### src/rtl/param_cpu_pkg.sv
// Shared opcodes, condition codes and FSM state encoding for param_cpu.
package param_cpu_pkg;

  // ALU group occupies opcode high nibbles 0x0..0xA
  localparam logic [3:0] ALU_MOV = 4'h0;
  localparam logic [3:0] ALU_ADD = 4'h1;
  localparam logic [3:0] ALU_SUB = 4'h2;
  localparam logic [3:0] ALU_INC = 4'h3;
  localparam logic [3:0] ALU_DEC = 4'h4;
  localparam logic [3:0] ALU_ASL = 4'h5;
  localparam logic [3:0] ALU_LSR = 4'h6;
  localparam logic [3:0] ALU_OR  = 4'h7;
  localparam logic [3:0] ALU_AND = 4'h8;
  localparam logic [3:0] ALU_XOR = 4'h9;
  localparam logic [3:0] ALU_ADC = 4'hA;

  localparam logic [3:0] OP_LDI = 4'hB;
  localparam logic [3:0] OP_LD  = 4'hC;
  localparam logic [3:0] OP_ST  = 4'hD;
  localparam logic [3:0] OP_JCC = 4'hE;
  localparam logic [3:0] OP_SYS = 4'hF;

  localparam logic [3:0] COND_ALWAYS = 4'd0;
  localparam logic [3:0] COND_Z      = 4'd1;
  localparam logic [3:0] COND_NZ     = 4'd2;
  localparam logic [3:0] COND_C      = 4'd3;
  localparam logic [3:0] COND_NC     = 4'd4;

  localparam logic [7:0] HLT    = 8'hF0;
  localparam logic [7:0] SRESET = 8'hFF;

  typedef enum logic [2:0] {
    RESET, FETCH, DECODE, OPERAND, LOAD, HALT
  } state_t;

  function automatic logic is_alu(input logic [3:0] op);
    return op <= ALU_ADC;
  endfunction

  // Condition codes above COND_NC are illegal and trap to soft reset.
  function automatic logic cond_legal(input logic [3:0] cond);
    return cond <= COND_NC;
  endfunction

  function automatic logic cond_ok(input logic [3:0] cond, input logic c, input logic z);
    case (cond)
      COND_ALWAYS: return 1'b1;
      COND_Z:      return z;
      COND_NZ:     return !z;
      COND_C:      return c;
      COND_NC:     return !c;
      default:     return 1'b0;
    endcase
  endfunction

endpackage

### src/rtl/param_cpu_if.sv
// Memory-side bus of param_cpu: registered address/store data and a store strobe.
interface param_cpu_if #(
  parameter int DW = 8,
  parameter int AW = 8
);
  // Read: data_in is the combinational memory word at address, valid the cycle
  // after address changes. Write: write is a one-cycle strobe; address and
  // data_out are stable through it and memory commits on its closing edge.
  // There is no back-pressure: memory is always ready.
  logic [AW-1:0] address;
  logic [DW-1:0] data_in;
  logic [DW-1:0] data_out;
  logic          write;
  logic          halted;

  modport master (output address, data_out, write, halted, input data_in);
  modport slave  (input address, data_out, write, halted, output data_in);
endinterface

### src/rtl/param_alu.sv
// Combinational ALU; y[DW] carries the carry/borrow/shifted-out bit.
module param_alu
  import param_cpu_pkg::*;
#(
  parameter int DW = 8
) (
  input  logic [DW-1:0] a,
  input  logic [DW-1:0] b,
  input  logic          cin,
  input  logic [3:0]    aluop,
  output logic [DW:0]   y
);

  localparam logic [DW:0] ONE = (DW+1)'(1);

  always_comb begin
    y = '0;
    case (aluop)
      ALU_MOV: y = {1'b0, b};
      ALU_ADD: y = {1'b0, a} + {1'b0, b};
      ALU_SUB: y = {1'b0, a} - {1'b0, b};
      ALU_INC: y = {1'b0, a} + ONE;
      ALU_DEC: y = {1'b0, a} - ONE;
      ALU_ASL: y = {a, 1'b0};
      ALU_LSR: y = {a[0], 1'b0, a[DW-1:1]};
      ALU_OR:  y = {1'b0, a | b};
      ALU_AND: y = {1'b0, a & b};
      ALU_XOR: y = {1'b0, a ^ b};
      ALU_ADC: y = {1'b0, a} + {1'b0, b} + {{DW{1'b0}}, cin};
      default: y = '0;
    endcase
  end

endmodule

### src/rtl/param_cpu.sv
// Multi-cycle accumulator-style CPU with four registers, C/Z flags and HALT.
module param_cpu
  import param_cpu_pkg::*;
#(
  parameter int            DW        = 8,
  parameter int            AW        = 8,
  parameter logic [AW-1:0] RESET_VEC = AW'('h80)
) (
  input  logic               clk,
  input  logic               reset,
  param_cpu_if.master        bus,
  output state_t             dbg_state,
  output logic               dbg_c,
  output logic               dbg_z,
  output logic [3:0][DW-1:0] dbg_regs
);

  state_t             state, state_nxt;
  logic [AW-1:0]      ip;
  logic [3:0][DW-1:0] regs;
  logic [7:0]         opcode;
  logic               c, z;
  logic [AW-1:0]      addr_q;
  logic [DW-1:0]      dout_q;
  logic               write_q, halted_q;

  // Fields of the word on data_in during DECODE, and of the latched opcode later.
  logic [3:0] op_in, op_q;
  logic [1:0] rd_in, rs_in, rd_q;
  logic [3:0] cond_in, cond_q;
  logic [DW:0] alu_y;

  assign op_in   = bus.data_in[7:4];
  assign rd_in   = bus.data_in[3:2];
  assign rs_in   = bus.data_in[1:0];
  assign cond_in = bus.data_in[3:0];
  assign op_q    = opcode[7:4];
  assign rd_q    = opcode[3:2];
  assign cond_q  = opcode[3:0];

  param_alu #(.DW(DW)) u_alu (
    .a     (regs[rd_in]),
    .b     (regs[rs_in]),
    .cin   (c),
    .aluop (op_in),
    .y     (alu_y)
  );

  always_ff @(posedge clk) begin
    if (reset) state <= RESET;
    else       state <= state_nxt;
  end

  always_comb begin
    state_nxt = state;
    case (state)
      RESET:  state_nxt = FETCH;
      FETCH:  state_nxt = DECODE;
      DECODE: begin
        if (is_alu(op_in))
          state_nxt = FETCH;
        else if (op_in == OP_LDI || op_in == OP_LD || op_in == OP_ST)
          state_nxt = OPERAND;
        else if (op_in == OP_JCC)
          state_nxt = cond_legal(cond_in) ? OPERAND : RESET;
        else if (bus.data_in[7:0] == HLT)
          state_nxt = HALT;
        else
          state_nxt = RESET;
      end
      OPERAND: state_nxt = (op_q == OP_LD) ? LOAD : FETCH;
      LOAD:    state_nxt = FETCH;
      HALT:    state_nxt = HALT;
      default: state_nxt = RESET;
    endcase
  end

  always_ff @(posedge clk) begin
    if (reset) begin
      ip       <= RESET_VEC;
      regs     <= '0;
      opcode   <= '0;
      c        <= 1'b0;
      z        <= 1'b0;
      addr_q   <= '0;
      dout_q   <= '0;
      write_q  <= 1'b0;
      halted_q <= 1'b0;
    end else begin
      case (state)
        // Soft reset path: address and halted are deliberately left alone.
        RESET: begin
          ip      <= RESET_VEC;
          regs    <= '0;
          c       <= 1'b0;
          z       <= 1'b0;
          dout_q  <= '0;
          write_q <= 1'b0;
        end
        FETCH: begin
          addr_q  <= ip;
          ip      <= ip + AW'(1);
          write_q <= 1'b0;
        end
        DECODE: begin
          opcode <= bus.data_in[7:0];
          if (is_alu(op_in)) begin
            regs[rd_in] <= alu_y[DW-1:0];
            c           <= alu_y[DW];
            z           <= ~|alu_y[DW-1:0];
          end
          if (state_nxt == OPERAND) begin
            addr_q <= ip;
            ip     <= ip + AW'(1);
          end
          if (state_nxt == HALT) halted_q <= 1'b1;
        end
        OPERAND: begin
          case (op_q)
            OP_LDI: regs[rd_q] <= bus.data_in;
            OP_LD:  addr_q <= bus.data_in[AW-1:0];
            OP_ST: begin
              addr_q  <= bus.data_in[AW-1:0];
              dout_q  <= regs[rd_q];
              write_q <= 1'b1;
            end
            OP_JCC: if (cond_ok(cond_q, c, z)) ip <= bus.data_in[AW-1:0];
            default: ;
          endcase
        end
        LOAD: regs[rd_q] <= bus.data_in;
        default: ;
      endcase
    end
  end

  assign bus.address  = addr_q;
  assign bus.data_out = dout_q;
  assign bus.write    = write_q;
  assign bus.halted   = halted_q;

  assign dbg_state = state;
  assign dbg_c     = c;
  assign dbg_z     = z;
  assign dbg_regs  = regs;

endmodule

### src/flat_wrapper.sv
// flat-port wrapper written by rule: the top's interface ports become plain ports
module param_cpu_flat import param_cpu_pkg::*;
#(
  parameter int            DW        = 8,
  parameter int            AW        = 8,
  parameter logic [AW-1:0] RESET_VEC = AW'('h80)
)
  (clk, reset, dbg_state, dbg_c, dbg_z, dbg_regs, bus_address, bus_data_out, bus_write, bus_halted, bus_data_in);
  param_cpu_if #(.DW(DW), .AW(AW)) bus_i ();
  input  logic clk;
  input  logic reset;
  output state_t dbg_state;
  output logic dbg_c;
  output logic dbg_z;
  output logic [3:0][DW-1:0] dbg_regs;
  output wire logic [$bits(bus_i.address)-1:0] bus_address;
  output wire logic [$bits(bus_i.data_out)-1:0] bus_data_out;
  output wire logic [$bits(bus_i.write)-1:0] bus_write;
  output wire logic [$bits(bus_i.halted)-1:0] bus_halted;
  input wire logic [$bits(bus_i.data_in)-1:0] bus_data_in;
  assign bus_address = bus_i.address;
  assign bus_data_out = bus_i.data_out;
  assign bus_write = bus_i.write;
  assign bus_halted = bus_i.halted;
  assign bus_i.data_in = bus_data_in;
  param_cpu #(.DW(DW), .AW(AW), .RESET_VEC(RESET_VEC)) u_core (.clk(clk), .reset(reset), .bus(bus_i), .dbg_state(dbg_state), .dbg_c(dbg_c), .dbg_z(dbg_z), .dbg_regs(dbg_regs));
endmodule
### config.mk
export PLATFORM = sky130hd
export DESIGN_NAME = param_cpu_flat
export DESIGN_NICKNAME = d
export VERILOG_FILES = /design/src/rtl/param_cpu_pkg.sv /design/src/rtl/param_cpu_if.sv /design/src/rtl/param_alu.sv /design/src/rtl/param_cpu.sv /design/src/flat_wrapper.sv
export SDC_FILE = /design/constraint.sdc
export NUM_CORES = 1
export LEC_CHECK = 0
export CORE_UTILIZATION = 52
export DETAILED_ROUTE_END_ITERATION = 8
export PLACE_DENSITY_LB_ADDON = 0.3
export SLEW_MARGIN = 5
export SYNTH_ARGS = -nofsm -noshare
export SYNTH_HDL_FRONTEND = slang
export SYNTH_HIERARCHICAL = 1
export SYNTH_SLANG_ARGS = --single-unit
### constraint.sdc
create_clock -name clk -period 5 [get_ports clk]
set_input_delay 1 -clock clk [delete_from_list [all_inputs] [get_ports clk]]
set_output_delay 1 -clock clk [all_outputs]
set_load 0.05 [all_outputs]
==> results of run 1 <==
## worst max-delay path, stage by stage
cell             delay [ns]
clkdlybuf4s50_1        0.56
buf_4                  0.21
mux4_2                 0.56
fa_1                   0.55
a21o_1                 0.22
a41oi_1                0.26
o21ai_2                0.13
xor2_4                 0.18
xnor2_1                0.14
a221oi_1               0.35
o21ai_1                0.17
buf_4                  0.19
a22o_1                 0.19
a22oi_1                0.18
nor2_1                 0.05
## cell type report
class	instances	area share, %
Multi-Input combinational cell	544	57.8
Timing Repair Buffer	101	13.3
Tap cell	140	2.47
Inverter	40	2.12
Sequential cell	71	20.1
Clock buffer	11	3.43
Clock inverter	5	0.813
## metal layers
metal  GRT usage, %  wire [microns]  vias up
met5              0               0        -
met4           15.4             760        0
met3           6.40            1870       80
met2           55.7            9220      377
met1           43.4            7600     2886
li1               -               -     2788
## sequential cells by signal, indices dropped and copies added, names as in the netlist
| register | cells |
|---|---|
| u_core/ip | 8 |
| u_core/dbg_c | 1 |
| u_core/opcode | 8 |
| u_core/dbg_state | 3 |
| u_core/bus.data_out | 8 |
| u_core/bus.write | 1 |
| u_core/dbg_z | 1 |
| u_core/dbg_regs | 32 |
| u_core/bus.halted | 1 |
| u_core/bus.address | 8 |
## layout by cell type, fill, tap and decap left out, drive strengths merged, types with 13 or more instances in the layout
cell type and instances:
a211oi 14, buf 38, a22o 16, ha 28
inv 40, clkdlybuf4s50 63, nand2 52, nand2b 13
nor2 63, dfxtp 71, a21o 13, o32ai 17
nor3 13, a22oi 38, a21oi 47, o21ai 40
nand3 16, mux4 24, xnor2 13
## stage by stage
stage | worst slack, ns | cell area [sq um] | hold WS, ns | power [mW]
CTS | 0.270 | 7080 | 0.461 | 1.60
global route | 0.0302 | 7080 | 0.476 | 1.66
global placement | -0.0426 | 6780 | 0.436 | 0.953
detailed placement | -0.0597 | 6780 | 0.450 | 0.959
floorplan | 0.175 | 5930 | 0.450 | 0.857
finish | 0.255 | 7080 | 0.457 | 1.61
## synthesized netlist by cell type (13+ instances only)
| cell | n |
|---|---|
| a21o_1 | 13 |
| a21oi_1 | 44 |
| a22o_1 | 16 |
| a22oi_1 | 38 |
| clkbuf_1 | 30 |
| dfxtp_1 | 71 |
| ha_1 | 28 |
| inv_1 | 40 |
| mux4_2 | 24 |
| nand2_1 | 51 |
| nand3_1 | 16 |
| nor2_1 | 61 |
| o21ai_0 | 33 |
| o32ai_1 | 17 |
| xnor2_1 | 13 |
## final timing paths
path | from | end | slack (ns) | cells past startpoint
setup / recovery | bus_data_in[2] | u_core/dbg_regs[22] | 0.25 | 15
setup reg to reg | u_core/dbg_regs[24] | u_core/dbg_regs[22] | 1.18 | 14
hold / removal | u_core/bus.halted | u_core/bus.halted | 0.46 | 2
hold reg to reg | u_core/bus.halted | u_core/bus.halted | 0.46 | 2
## cell families after synthesis
logic type / after synthesis / synth area share (%)
buf+inv: 93 / 6.97
fa+ha+maj: 30 / 6.59
xor+xnor: 21 / 3.42
simple gates: 213 / 18.5
mux: 39 / 11.7
flops: 71 / 24.0
compound gates: 241 / 28.8
## power by group
part	switching, mW	internal [mW]
registers	0.0284	0.585
logic	0.221	0.122
clock network	0.250	0.400
==> impl_metrics.toml, run 1 <==
[outcome]
outcome = "finished clean"

[finish]
multi_input_area_sq_um = 4090
drive_gt1_share_pct = 13.3
syn_to_final_growth_pct = 19.4
fillerInstances = 931
layout.nets = 807
final_util_pct = 64.4
antennaDiodeCount = 0
fin_cells = 912
seqCellArea_sq_um = 1420

[synth]
synth-seq-cells = 71
synth_edf_count = 0
synthArstFlopShare_pct = 0
netlist_area_sq_um = 5930
yosys_warnings = 6
synth_top_cell_area_share_pct = 24.0
syn_nets = 748
yosysUniqueCellTypes = 79
avgSynthCellArea_sq_um = 8.37
ys.flop_type = "dfxtp_1"
synth_area_leaders = "dfxtp_1 24%, mux4_2 9.1%, ha_1 5.9%, a22oi_1 4.8%, nor2_1 3.9%"
yosysSeqAreaShare_pct = 24.0
synth_largest_area_cell = "dfxtp_1"
synthCells = 708

[job]
maxCapViolCount = 0

[power]
p_per_area_nw_per_um2 = 227
irDropWorstVdd_v = 0.000180
cellLeakagePower_nw = 2.56

[sta]
slew_viol_final = 0
slew_headroom_pct = 29.6
clock_skew_ns = 0.00421
rsz0062_at_grt = "false"
fin_crit_sh_pct = 94.9
tns_ns = 0
worst_pin_slew_ns = 1.05
finalHoldViolCount = 0
fmax_mhz = 211
min_period_ns = 4.75
setup_violations = 0

[clock_tree]
cts_resized = 0
clk_pin_slew_ns = 0.06
cts_hold_buffers = 0
numClockSinks = 71
cts_buffer_depth = 2
cts_tree = "yes"
cts-root-buf = "clkbuf_16"
cts_inserted_buffers = 9
postCtsSetupRepairBufs = 0
htreeDepth = 3
clkLatencyLatePin_ns = 0.34

[hold_path]
hp-class = "reg2reg"

[critical_path]
worst-setup-path-type = "in2reg"
start_kind = "input port"
worstPathRequired_ns = 5.19
crit_path_max_fanout = 8
cp.arrival_ns = 4.93
worstSetupEndpointType = "flip-flop"

[floorplan]
start_util_pct = 54.0
coreArea_sq_um = 11000
row_count = 38
die-area_sq_um = 11800
die_h_microns = 109
pin_count = 65
dieWidth_microns = 109

[global_routing]
grt_pass1_vias = 5777
grt_pass1_wl_mm = 30.6
grtUsageTotal_pct = 34.0
antenna_found_initial = 0
gr-total-overflow = 0
grt_max_degree = 56

[place]
place_congestion = 0.936
hpwl_mm = 14.2
io_buffers = 64
dp_cells = 896

[route]
drtAntennaViolNets = 0
vias = 6131
first_pass_iters = 5
routedWlPerCell_microns = 21.3
drtIter0Drc = 673
via_per_inst = 6.72
drcViolationCount = 0
routed_wl_mm = 19.5
(Power assumes the default switching activity.)
==> run 2: changes to the inputs <==
--- a/config.mk
+++ b/config.mk
@@ -5,9 +5,12 @@
 export SDC_FILE = /design/constraint.sdc
 export NUM_CORES = 1
 export LEC_CHECK = 0
-export CORE_UTILIZATION = 52
+export CORE_MARGIN = 1.5
+export CORE_UTILIZATION = 59
 export DETAILED_ROUTE_END_ITERATION = 8
+export DONT_BUFFER_PORTS = 1
 export PLACE_DENSITY_LB_ADDON = 0.3
+export SKIP_LAST_GASP = 1
 export SLEW_MARGIN = 5
 export SYNTH_ARGS = -nofsm -noshare
 export SYNTH_HDL_FRONTEND = slang
==> run 2 against run 1 <==
Global-route usage is 0.73 points higher; via count is 6.1% lower; clock-buffer cell count is 1 lower; die area is 9.9% lower; combinational power is 37% lower; register-to-register slack worse by 0.26 ns; highest routed layer unchanged.
==> impl_metrics.toml, run 2 (same netlist as run 1, synthesis figures left out) <==
[critical_path]
worst-setup-path-type = "in2reg"
cp.arrival_ns = 4.41
start_kind = "input port"
crit_path_max_fanout = 17
worstPathRequired_ns = 5.28
worstSetupEndpointType = "flip-flop"

[floorplan]
die-area_sq_um = 10700
coreArea_sq_um = 9770
start_util_pct = 60.6
dieWidth_microns = 103
row_count = 36
die_h_microns = 103
pin_count = 65

[global_routing]
use_met1_pct = 44.4
grtUsageTotal_pct = 34.8
grt_util_met2_pct = 55.8
gr-total-overflow = 0
antenna_found_initial = 0
grt_pass1_vias = 5507
grt.busiest_layer = "met2"
grt_pass1_wl_mm = 28.4
grt_max_degree = 78
grt_use_met3_pct = 8.06

[outcome]
outcome = "finished clean"

[clock_tree]
htreeDepth = 3
cts_hold_buffers = 0
cts_buffer_depth = 2
cts-root-buf = "clkbuf_8"
numClockSinks = 71
clkLatencyLatePin_ns = 0.36
postCtsSetupRepairBufs = 0
cts_resized = 0
clk_pin_slew_ns = 0.08
cts_tree = "yes"
cts_inserted_buffers = 9

[finish]
seqCellArea_sq_um = 1420
syn_to_final_growth_pct = 2.62
drive_gt1_share_pct = 10.4
antennaDiodeCount = 0
final_cell_mix = "71 x dfxtp_1, 61 x nor2_1, 51 x nand2_1"
layout.nets = 710
fillerInstances = 873
multi_input_area_sq_um = 4090
final_common_cell = "dfxtp_1"
largest_register_ffs = 32

[sta]
finalHoldViolCount = 0
slew_headroom_pct = 32.4
min_period_ns = 4.12
worst_pin_slew_ns = 1.01
tns_ns = 0
clock_skew_ns = 0.0107
fin_crit_sh_pct = 82.5
timing.hold.ws_ns = 0.485
slew_viol_final = 0
setup_violations = 0
fmax_mhz = 243
rsz0062_at_grt = "false"

[power]
irDropWorstVdd_v = 0.000193
power_switching_mw = 0.428
swShare_pct = 30.8
power_mw = 1.39
p_seq_share_pct = 46.9
clockPowerShare_pct = 37.4
cellLeakagePower_nw = 2.13
internal_power_mw = 0.961
power_frac_comb_pct = 15.6
p_per_area_nw_per_um2 = 228

[job]
maxCapViolCount = 0

[place]
hpwl_mm = 12.6
io_buffers = 0
place_congestion = 0.979

[route]
first_pass_iters = 8
vias = 5755
via_per_inst = 7.12
routedWlPerCell_microns = 22.5
drtAntennaViolNets = 0
routed_wl_mm = 18.2
drcViolationCount = 0
drtIter0Drc = 584

[hold_path]
hp-class = "reg2reg"
## run 2: final cells by class
cell class,count,share of cell area [%]
multi-input combinational,544,67.3
clock inverter,6,1.38
tap,133,2.74
clock buffer,10,2.26
sequential,71,23.4
inverter,40,2.47
timing repair buffer,4,0.494
## run 2: worst paths after layout
kind | startpoint | to | slack, ns | cells after the start
setup reg to reg | u_core/dbg_regs[24] | u_core/dbg_z | 0.92 | 13
hold reg to reg | u_core/opcode[0] | u_core/opcode[0] | 0.48 | 2
setup / recovery | bus_data_in[2] | u_core/dbg_z | 0.88 | 13
hold / removal | u_core/opcode[0] | u_core/opcode[0] | 0.48 | 2
## run 2: power groups by stage
stage / logic [mW] / clock network [mW] / registers [mW]
2_1_floorplan: 0.207 / 0 / 0.650
3_3_place_gp: 0.204 / 0 / 0.664
3_5_place_dp: 0.210 / 0 / 0.664
4_1_cts: 0.211 / 0.524 / 0.651
5_1_grt: 0.235 / 0.542 / 0.656
6_report: 0.217 / 0.520 / 0.652
## run 2: metrics by stage
stage / instance area, sq um / setup slack, ns / utilization, % / instances
global placement: 5860 / 0.643 / 60.0 / 792
global route: 6080 / 0.806 / 62.2 / 808
floorplan: 5930 / 0.175 / - / 708
finish: 6080 / 0.877 / 62.2 / 808
detailed placement: 5860 / 0.609 / 60.0 / 792
CTS: 6080 / 0.956 / 62.2 / 808
## run 2: critical path, cell delays in order
cell      delay, ns
mux4_2         0.53
ha_1           0.28
fa_1           0.47
a211oi_2       0.25
nor2_2         0.11
nor4_4         0.38
nand2_1        0.11
xnor2_1        0.15
a221oi_1       0.27
o21ai_1        0.24
nor4_1         0.33
nand4_1        0.12
a21oi_1        0.17
## run 2: routing by layer
metal	vias up	wire length (microns)
met5	-	0
met4	0	730
met3	71	1750
met2	384	8590
met1	2706	7110
li1	2594	-
